<file path="config.mk">
export PLATFORM = sky130hd
export DESIGN_NAME = terminal_ctrl
export DESIGN_NICKNAME = d
export VERILOG_FILES = /design/src/rtl/terminal_ctrl.sv
export SDC_FILE = /design/constraint.sdc
export NUM_CORES = 1
export LEC_CHECK = 0
export BUFFER_PORTS_ARGS = -buffer_cell sky130_fd_sc_hd__buf_2
export CORE_MARGIN = 2
export CORE_UTILIZATION = 35
export CTS_CLUSTER_SIZE = 12
export DETAILED_ROUTE_END_ITERATION = 6
export GPL_TIMING_DRIVEN = 0
export PLACE_DENSITY = 0.52
export SETUP_SLACK_MARGIN = 0.2
export SYNTH_ARGS = -nofsm -noshare
export SYNTH_HDL_FRONTEND = slang
export SYNTH_SLANG_ARGS = --single-unit
</file>
<file path="constraint.sdc">
create_clock -name clk -period 3.25 [get_ports clk]
set_clock_uncertainty 0.1 [all_clocks]
set_input_delay 0.1625 -clock clk [delete_from_list [all_inputs] [get_ports clk]]
set_output_delay 0.1625 -clock clk [all_outputs]
set_load 0.05 [all_outputs]
</file>
<file path="src/rtl/terminal_ctrl.sv">
// terminal_ctrl: turns a keyboard ASCII stream into character VRAM write
// strobes. Handles printable text, backspace, newline, form-feed clear,
// line clear on newline/wrap, full clear after reset and key auto-repeat.
module terminal_ctrl #(
    parameter int         ROWS          = 30,
    parameter int         COLS          = 70,
    parameter int         REPEAT_DELAY  = 25000000,
    parameter int         REPEAT_PERIOD = 2500000,
    parameter logic [2:0] FG            = 3'd7,
    parameter logic [2:0] BG            = 3'd0,
    localparam int        ROW_W         = $clog2(ROWS),
    localparam int        COL_W         = $clog2(COLS)
) (
    input  logic             clk,
    input  logic             rst,
    input  logic             in_valid,
    input  logic [7:0]       in_ascii,
    output logic             in_ready,
    output logic             we,
    output logic [ROW_W-1:0] wr_addr,
    output logic [COL_W-1:0] wc_addr,
    output logic [7:0]       w_ascii,
    output logic [2:0]       fg_color,
    output logic [2:0]       bg_color,
    output logic [ROW_W-1:0] cur_row,
    output logic [COL_W-1:0] cur_col
);

    localparam logic [ROW_W-1:0] ROW_LAST = ROW_W'(ROWS - 1);
    localparam logic [COL_W-1:0] COL_LAST = COL_W'(COLS - 1);

    typedef enum logic [1:0] {IDLE, HOLD, CLR_ROW, CLR_ALL} state_t;

    state_t           state;
    logic [7:0]       key;        // code latched at the last fresh accept
    logic [31:0]      rep_cnt;
    logic             rep_fast;   // first repeat already happened
    logic             from_rst;   // current full clear was started by reset
    logic [ROW_W-1:0] clr_r;
    logic [COL_W-1:0] clr_c;
    logic             clr_end;    // last clear write issued, leave next cycle

    logic [7:0]       acc_code;
    logic             do_acc;
    logic             a_we;
    logic [ROW_W-1:0] a_wr, a_crow, row_nxt;
    logic [COL_W-1:0] a_wc, a_ccol;
    logic [7:0]       a_dat;
    state_t           a_state;
    logic [31:0]      rep_lim;

    assign fg_color = FG;
    assign bg_color = BG;

    // Outcome of accepting acc_code at the current cursor (fresh key or repeat)
    always_comb begin
        acc_code = (state == IDLE) ? in_ascii : key;
        rep_lim  = rep_fast ? 32'(REPEAT_PERIOD) : 32'(REPEAT_DELAY);
        do_acc   = ((state == IDLE) && in_valid) ||
                   ((state == HOLD) && in_valid && (in_ascii == key) && (rep_cnt == rep_lim));
        row_nxt  = (cur_row == ROW_LAST) ? '0 : cur_row + 1'b1;
        a_we     = 1'b0;
        a_wr     = cur_row;
        a_wc     = cur_col;
        a_dat    = acc_code;
        a_crow   = cur_row;
        a_ccol   = cur_col;
        a_state  = HOLD;
        if (acc_code >= 8'h20 && acc_code <= 8'h7E) begin
            a_we = 1'b1;
            if (cur_col == COL_LAST) begin
                a_ccol  = '0;
                a_crow  = row_nxt;
                a_state = CLR_ROW;
            end else begin
                a_ccol = cur_col + 1'b1;
            end
        end else if (acc_code == 8'h0A) begin
            a_ccol  = '0;
            a_crow  = row_nxt;
            a_state = CLR_ROW;
        end else if (acc_code == 8'h08) begin
            a_dat = 8'h20;
            if (cur_col != '0) begin
                a_we   = 1'b1;
                a_ccol = cur_col - 1'b1;
                a_wc   = cur_col - 1'b1;
            end else if (cur_row != '0) begin
                a_we   = 1'b1;
                a_crow = cur_row - 1'b1;
                a_ccol = COL_LAST;
                a_wr   = cur_row - 1'b1;
                a_wc   = COL_LAST;
            end
        end else if (acc_code == 8'h0C) begin
            a_crow  = '0;
            a_ccol  = '0;
            a_state = CLR_ALL;
        end
    end

    // Control FSM with registered write port, cursor and handshake
    always_ff @(posedge clk) begin
        if (rst) begin
            state    <= CLR_ALL;
            from_rst <= 1'b1;
            in_ready <= 1'b0;
            we       <= 1'b0;
            wr_addr  <= '0;
            wc_addr  <= '0;
            w_ascii  <= '0;
            cur_row  <= '0;
            cur_col  <= '0;
            rep_cnt  <= '0;
            rep_fast <= 1'b0;
            key      <= '0;
            clr_r    <= '0;
            clr_c    <= '0;
            clr_end  <= 1'b0;
        end else begin
            we <= 1'b0;
            if (do_acc) begin
                if (state == IDLE) key <= in_ascii;
                else               rep_fast <= 1'b1;
                we       <= a_we;
                wr_addr  <= a_wr;
                wc_addr  <= a_wc;
                w_ascii  <= a_dat;
                cur_row  <= a_crow;
                cur_col  <= a_ccol;
                state    <= a_state;
                in_ready <= 1'b0;
                rep_cnt  <= '0;
                clr_r    <= '0;
                clr_c    <= '0;
                clr_end  <= 1'b0;
                from_rst <= 1'b0;
            end else begin
                case (state)
                    IDLE: ;
                    HOLD: begin
                        if (!in_valid || in_ascii != key) begin
                            state    <= IDLE;
                            in_ready <= 1'b1;
                            rep_fast <= 1'b0;
                        end else begin
                            rep_cnt <= rep_cnt + 32'd1;
                        end
                    end
                    CLR_ROW: begin
                        if (clr_end) begin
                            state   <= HOLD;
                            rep_cnt <= '0;
                        end else begin
                            we      <= 1'b1;
                            wr_addr <= cur_row;
                            wc_addr <= clr_c;
                            w_ascii <= 8'h20;
                            if (clr_c == COL_LAST) clr_end <= 1'b1;
                            else                   clr_c   <= clr_c + 1'b1;
                        end
                    end
                    CLR_ALL: begin
                        if (clr_end) begin
                            state    <= from_rst ? IDLE : HOLD;
                            in_ready <= from_rst;
                            from_rst <= 1'b0;
                            rep_cnt  <= '0;
                        end else begin
                            we      <= 1'b1;
                            wr_addr <= clr_r;
                            wc_addr <= clr_c;
                            w_ascii <= 8'h20;
                            if (clr_c == COL_LAST) begin
                                clr_c <= '0;
                                if (clr_r == ROW_LAST) clr_end <= 1'b1;
                                else                   clr_r   <= clr_r + 1'b1;
                            end else begin
                                clr_c <= clr_c + 1'b1;
                            end
                        end
                    end
                    default: state <= CLR_ALL;
                endcase
            end
        end
    end

endmodule
</file>
==> results of run 1 <==
[through the flow]
step	hold slack, ps	utilization	setup WS [ps]	instances
after CTS	8.804	0.4155	213.2	915
final	27.62	0.4193	377.8	918
after global routing	20.33	0.4193	195.7	918
after global placement	350.3	0.3912	6.287	893
after floorplan	198.5	-	644.0	666
after detailed placement	359.9	0.3912	-11.76	893
[sequential cells by signal (all words and copies together) (netlist names), 7 cells and up]
| register | cells |
|---|---|
| wc_addr | 7 |
| clr_c | 7 |
| w_ascii | 8 |
| key | 8 |
| cur_col | 7 |
| rep_cnt | 32 |
[worst min-delay path, cell delays in order]
cell,delay (ps)
buf_2,150
nand2_1,70
a21oi_1,50
[cell type report]
cell class	instances	area, µm²	share of cell area
multi-input combinational	509	3152	0.5171
sequential	91	1822	0.2989
timing repair buffer	52	292.8	0.04804
buffer	46	230.2	0.03777
tap	184	230.2	0.03777
clock buffer	9	225.2	0.03695
inverter	20	75.07	0.01232
clock inverter	7	67.56	0.01109
[power groups by stage]
stage	Combinational [mW]	Clock [mW]	Sequential (mW)
after detailed placement	0.103	0	1.15
after global placement	0.101	0	1.15
after CTS	0.107	1.08	1.13
after global routing	0.114	1.13	1.13
final	0.107	1.05	1.13
after floorplan	0.0584	0	1.16
[cell families after synthesis]
| kind of cell | Yosys count | synth area share |
|---|---|---|
| muxes | 12 | 0.02395 |
| buffers and inverters | 66 | 0.05771 |
| xor gates and xnor gates | 42 | 0.07040 |
| adders and majority gates | 12 | 0.02873 |
| AOI/OAI and AO/OA | 141 | 0.1830 |
| other | 2 | 0.001437 |
| DFF | 91 | 0.3487 |
| and+or+nand+nor | 296 | 0.2862 |
[routing by layer]
layer | track usage | share of wire
met1 | 0.2600 | 0.48
met2 | 0.3191 | 0.48
met3 | 0.03314 | 0.034
met4 | 0.06141 | 0.014
met5 | 0 | 0
[placed cells by master, fill, tap and decap left out, types with 4 or more instances in the layout]
cell type and n:
o211ai_1 4, inv_1 20, ha_1 12, nor4_1 8
inv_6 4, nand4_1 20, nand2_1 73, a31oi_1 14
nor3_1 19, nor2b_1 4, clkbuf_1 28, dlygate4sd3_1 4
dfxtp_1 91, clkbuf_16 9, nor4bb_1 4, mux2i_1 8
o32ai_1 5, a21oi_1 46, or4_1 5, and4_1 8
xor2_1 23, nand2b_1 7, conb_1 6, xnor2_1 19
a211oi_1 8, o22ai_1 4, nand3_1 36, and3_1 12
nor4b_1 6, o21ai_0 18, buf_2 47, nor2_1 76
buf_4 12, mux2_2 4
[synthesized netlist by cell type (3+ instances only)]
| library cell | number | area share |
|---|---|---|
| nor2_1 | 76 | 0.055 |
| dfxtp_1 | 91 | 0.35 |
| xor2_1 | 23 | 0.039 |
| mux2_2 | 4 | 0.0086 |
| o21a_1 | 3 | 0.0043 |
| nor2b_1 | 4 | 0.0048 |
| nand2b_1 | 7 | 0.0084 |
| ha_1 | 12 | 0.029 |
| a31oi_1 | 15 | 0.018 |
| nand3b_1 | 3 | 0.0043 |
| a211oi_1 | 8 | 0.011 |
| nand4_1 | 20 | 0.024 |
| nand2_1 | 75 | 0.054 |
| xnor2_1 | 19 | 0.032 |
| nor3_1 | 19 | 0.018 |
| clkbuf_1 | 31 | 0.022 |
| buf_6 | 3 | 0.0065 |
| o31ai_1 | 3 | 0.0043 |
| or4_1 | 5 | 0.0072 |
| inv_1 | 20 | 0.014 |
| nor4b_1 | 6 | 0.010 |
| o22ai_1 | 4 | 0.0048 |
| a21oi_1 | 46 | 0.044 |
| o211ai_1 | 4 | 0.0057 |
| nand3_1 | 36 | 0.034 |
| mux2i_1 | 8 | 0.015 |
| buf_2 | 4 | 0.0038 |
| buf_4 | 7 | 0.010 |
| nor4_1 | 9 | 0.011 |
| nor3b_1 | 3 | 0.0043 |
| a311oi_1 | 3 | 0.0050 |
| a311o_1 | 3 | 0.0057 |
| nor4bb_1 | 4 | 0.0077 |
| and3_1 | 12 | 0.014 |
| o32ai_1 | 5 | 0.0084 |
| o21ai_0 | 18 | 0.017 |
| and4_1 | 8 | 0.013 |
[repair_timing]
item / CTS / global route
hold buffers: 4 / 0
endpoints found under the setup margin: 15 / 59
gates resized for setup: 4 / 8
hold endpoints to repair: 4 / 0
buffers inserted: 2 / 3
pin swaps: 1 / 1
[worst paths after layout]
check,from,end,slack (ps),cells after the start
min,in_ascii[1],key[1],30,3
min reg2reg,wr_addr[2],wr_addr[2],370,2
max reg2reg,state[0],wc_addr[4],380,9
max,state[0],wc_addr[4],380,9
==> metrics.cfg, run 1 <==
[worst_setup_path]
path_max_fanout = 10
slowest_delay_ps = 560
path_delay_family = simple AND/OR/NAND/NOR gates
cp-end-kind = flip-flop
path_cells = buf_6, nor2_1, buf_2, mux2_2, or4_1, nor2_4, a31oi_1, a311o_1, a31oi_1
cp_common_cell = a31oi_1
critPathRequiredTime_ps = 3420
critPathSlowestCell = or4_1
cp_data_arrival_time_ps = 3050
path_buf_inv = 2
cp-start-kind = flip-flop
critPathKind = reg2reg

[drt]
wire_per_inst_um = 16.77
totalWireLength_um = 15400
via_per_inst = 5.523
ant_nets = 0
drc = 0
drt_pass1_iterations = 5
drt_iter0_drc = 369
num_vias = 5070

[clocking]
cts_root_buf = clkbuf_16
cts_tree = done
path_clk_slew_ps = 70
htree_num_levels = 3
insertion_delay_ps = 360
cts_buffers = 9
cts_buffer_depth = 2
clkSinkCount = 91

[pwr]
switching_share = 0.2607
comb_power_share = 0.047
powerDensity_mw_per_mm2 = 374.9
seqPwrFrac = 0.493
p_int_mw = 1.689
p_clk_frac = 0.460
ir_drop_v = 0.0002658
leakage_nw = 2.214
p_sw_uw = 595.6
p_total_mw = 2.285

[global_routing]
grt_max_degree = 19
grt_pass1_vias = 4798
overflow = 0
grt_usage = 0.1941
grt_pass1_wl_um = 25120
antenna_found_initial = 0

[yosys]
yosysWarnings = 0
ys.flop_type = dfxtp_1
post_synth.cell_area_avg_um2 = 7.893
synth-edff-count = 0
synth_seq_cells = 91
yosysUniqueCellTypes = 68
async_flop_share = 0
synth_cells = 662
netlist_area_mm2 = 0.005225
synth-seq-area-share = 0.3487

[die]
start_util = 0.3595
dieArea_mm2 = 0.01592
rows = 44
die_height_um = 126.2
ios = 51
core_mm2 = 0.01453
die_width_um = 126.2

[sta]
worstMarginPinSlew_ps = 952.9
rsz0062_at_grt = no
setup_tns_ps = 0
max_clock_freq_mhz = 348.2
hold_viol_final = 0
slew_headroom = 0.3599
setup_viol = 0
report.final.slew_viol_count = 0
finalCritPeriodShare = 0.8837
min_period_ps = 2872

[cells_and_area]
drive_gt1_frac = 0.1335
diodes = 0
fillers = 1521
layout.nets = 752
areaGrowthSynthToFinish_pct = 16.64
stdcell_area_mm2 = 0.006095

[status]
status = completed

[run]
drv_cap = 0

[placed_design]
hpwl_um = 11300
place_area_mm2 = 0.005685
io_buffers = 43
gp_routability_congestion = 0.9215

[worst_hold_path]
min_path_type = in2reg

(Power assumes the default switching activity.)
==> run 2, diff against run 1 <==
Settings changed: MAX_ROUTING_LAYER set to met4.
==> run 2 against run 1 <==
Hold slack lost 0.72 ps; maximum frequency is essentially flat; count of clock-buffer cells in the layout is the same; core utilization is essentially flat; global-route usage grew 0.59 points; total power grew 0.23%.
==> metrics.cfg, run 2 (synthesis gave the netlist of run 1 again) <==
[status]
status = completed

[worst_hold_path]
min_path_type = in2reg

[drt]
num_vias = 5092
totalWireLength_um = 15400
wire_per_inst_um = 16.77
via_per_inst = 5.547
drt_pass1_iterations = 5
drc = 0
drt_iter0_drc = 337
ant_nets = 0

[placed_design]
io_buffers = 43
gp_routability_congestion = 0.9377
hpwl_um = 11300

[worst_setup_path]
slowest_delay_ps = 560
path_max_fanout = 10
critPathKind = reg2reg
critPathRequiredTime_ps = 3430
cp-end-kind = flip-flop
path_delay_family = simple AND/OR/NAND/NOR gates
cp_common_cell = a31oi_1
critPathSlowestCell = or4_1
cp-start-kind = flip-flop
path_cells = buf_6, nor2_1, buf_2, mux2_2, or4_1, nor2_4, a31oi_1, a311o_1, a31oi_1
cp_data_arrival_time_ps = 3050
path_buf_inv = 2

[cells_and_area]
regMostFlops = rep_cnt
fillers = 1520
layout.nets = 752
largest_reg_flops = 32
ff_latch_area_mm2 = 0.001822
drive_gt1_frac = 0.1349
top_regs = rep_cnt (32), key (8), w_ascii (8)
areaGrowthSynthToFinish_pct = 16.67
layout_common_cells = dfxtp_1, nor2_1, nand2_1
layout_commonest_cell = dfxtp_1
multi_input_area_mm2 = 0.003152
diodes = 0

[die]
rows = 44
dieArea_mm2 = 0.01592
die_width_um = 126.2
ios = 51
start_util = 0.3595
core_mm2 = 0.01453
die_height_um = 126.2

[sta]
report.final.slew_viol_count = 0
worstMarginPinSlew_ps = 975.6
setup_tns_ps = 0
setup_viol = 0
finalCritPeriodShare = 0.8833
slew_headroom = 0.3446
max_clock_freq_mhz = 348.3
rsz0062_at_grt = no
holdWs_ps = 26.90
min_period_ps = 2871
hold_viol_final = 0

[pwr]
comb_power_share = 0.047
p_clk_frac = 0.461
switching_share = 0.2622
powerDensity_mw_per_mm2 = 375.6
p_int_mw = 1.689
p_sw_uw = 600.4
leakage_nw = 2.217
seqPwrFrac = 0.492
ir_drop_v = 0.0002641

[global_routing]
use_met3 = 0.03314
overflow = 0
antenna_found_initial = 0
grt_pass1_vias = 4802
grt_pass1_wl_um = 25110
met2_usage = 0.3188
grt_usage = 0.1999
grt.busiest_layer = met2
grt_use_met1 = 0.2605
grt_max_degree = 19

[clocking]
insertion_delay_ps = 360
cts_tree = done
cts_buffers = 9
clkSinkCount = 91
cts_root_buf = clkbuf_16
htree_num_levels = 3
path_clk_slew_ps = 70
cts_buffer_depth = 2

[run]
drv_cap = 0

[run 2: cell counts in the layout (fill, tap and decap cells not counted)]
No cell type changed its count.
[run 2: power groups by stage]
stage / clock network, mW / logic [mW] / registers [mW]
2_1_floorplan: 0 / 0.0584 / 1.16
3_3_place_gp: 0 / 0.101 / 1.15
3_5_place_dp: 0 / 0.103 / 1.15
4_1_cts: 1.08 / 0.107 / 1.13
5_1_grt: 1.13 / 0.114 / 1.13
6_report: 1.06 / 0.107 / 1.13
[run 2: layout make-up]
cell class	count	share of cell area
Sequential cell	91	0.2989
Clock buffer	9	0.03695
Clock inverter	7	0.01108
Tap cell	184	0.03777
Inverter	20	0.01232
Multi-Input combinational cell	509	0.5170
Buffer	46	0.03797
Timing Repair Buffer	52	0.04803
[run 2: routing by layer]
| layer | up-vias | share of wire |
|---|---|---|
| met5 | - | 0 |
| met4 | 0 | 0.013 |
| met2 | 114 | 0.48 |
| li1 | 2523 | - |
| met1 | 2438 | 0.47 |
| met3 | 17 | 0.035 |
[run 2: final timing paths]
check | start | endpoint | slack [ps] | depth (start not counted)
max | state[0] | wc_addr[4] | 380 | 9
min reg2reg | wr_addr[2] | wr_addr[2] | 370 | 2
min | in_ascii[1] | key[1] | 30 | 3
max reg2reg | state[0] | wc_addr[4] | 380 | 9
[run 2: worst register-to-register path, stage by stage, from the launching register on]
cell and delay (ps):
dfxtp_1 310, buf_6 130, nor2_1 140, buf_2 280
mux2_2 420, or4_1 560, nor2_4 230, a31oi_1 120
a311o_1 380, a31oi_1 140
[run 2: repair_timing]
item | CTS | global route
endpoints found under the setup margin | 15 | 59
hold buffers | 4 | 0
pin swaps | 1 | 1
gates resized for setup | 4 | 10
endpoints found under the hold margin | 4 | 0
gates cloned | 0 | 0
setup buffers | 2 | 3
[run 2: per-stage QoR]
| step | cells | power, mW | setup WS (ps) | area, µm² | utilization |
|---|---|---|---|---|---|
| floorplan | 666 | 1.222 | 644.0 | 5240 | - |
| global placement | 893 | 1.254 | 6.287 | 5685 | 0.3912 |
| detailed placement | 893 | 1.256 | -11.76 | 5685 | 0.3912 |
| CTS | 915 | 2.314 | 213.2 | 6040 | 0.4155 |
| global route | 918 | 2.368 | 195.9 | 6096 | 0.4194 |
| finish | 918 | 2.290 | 379.2 | 6096 | 0.4194 |
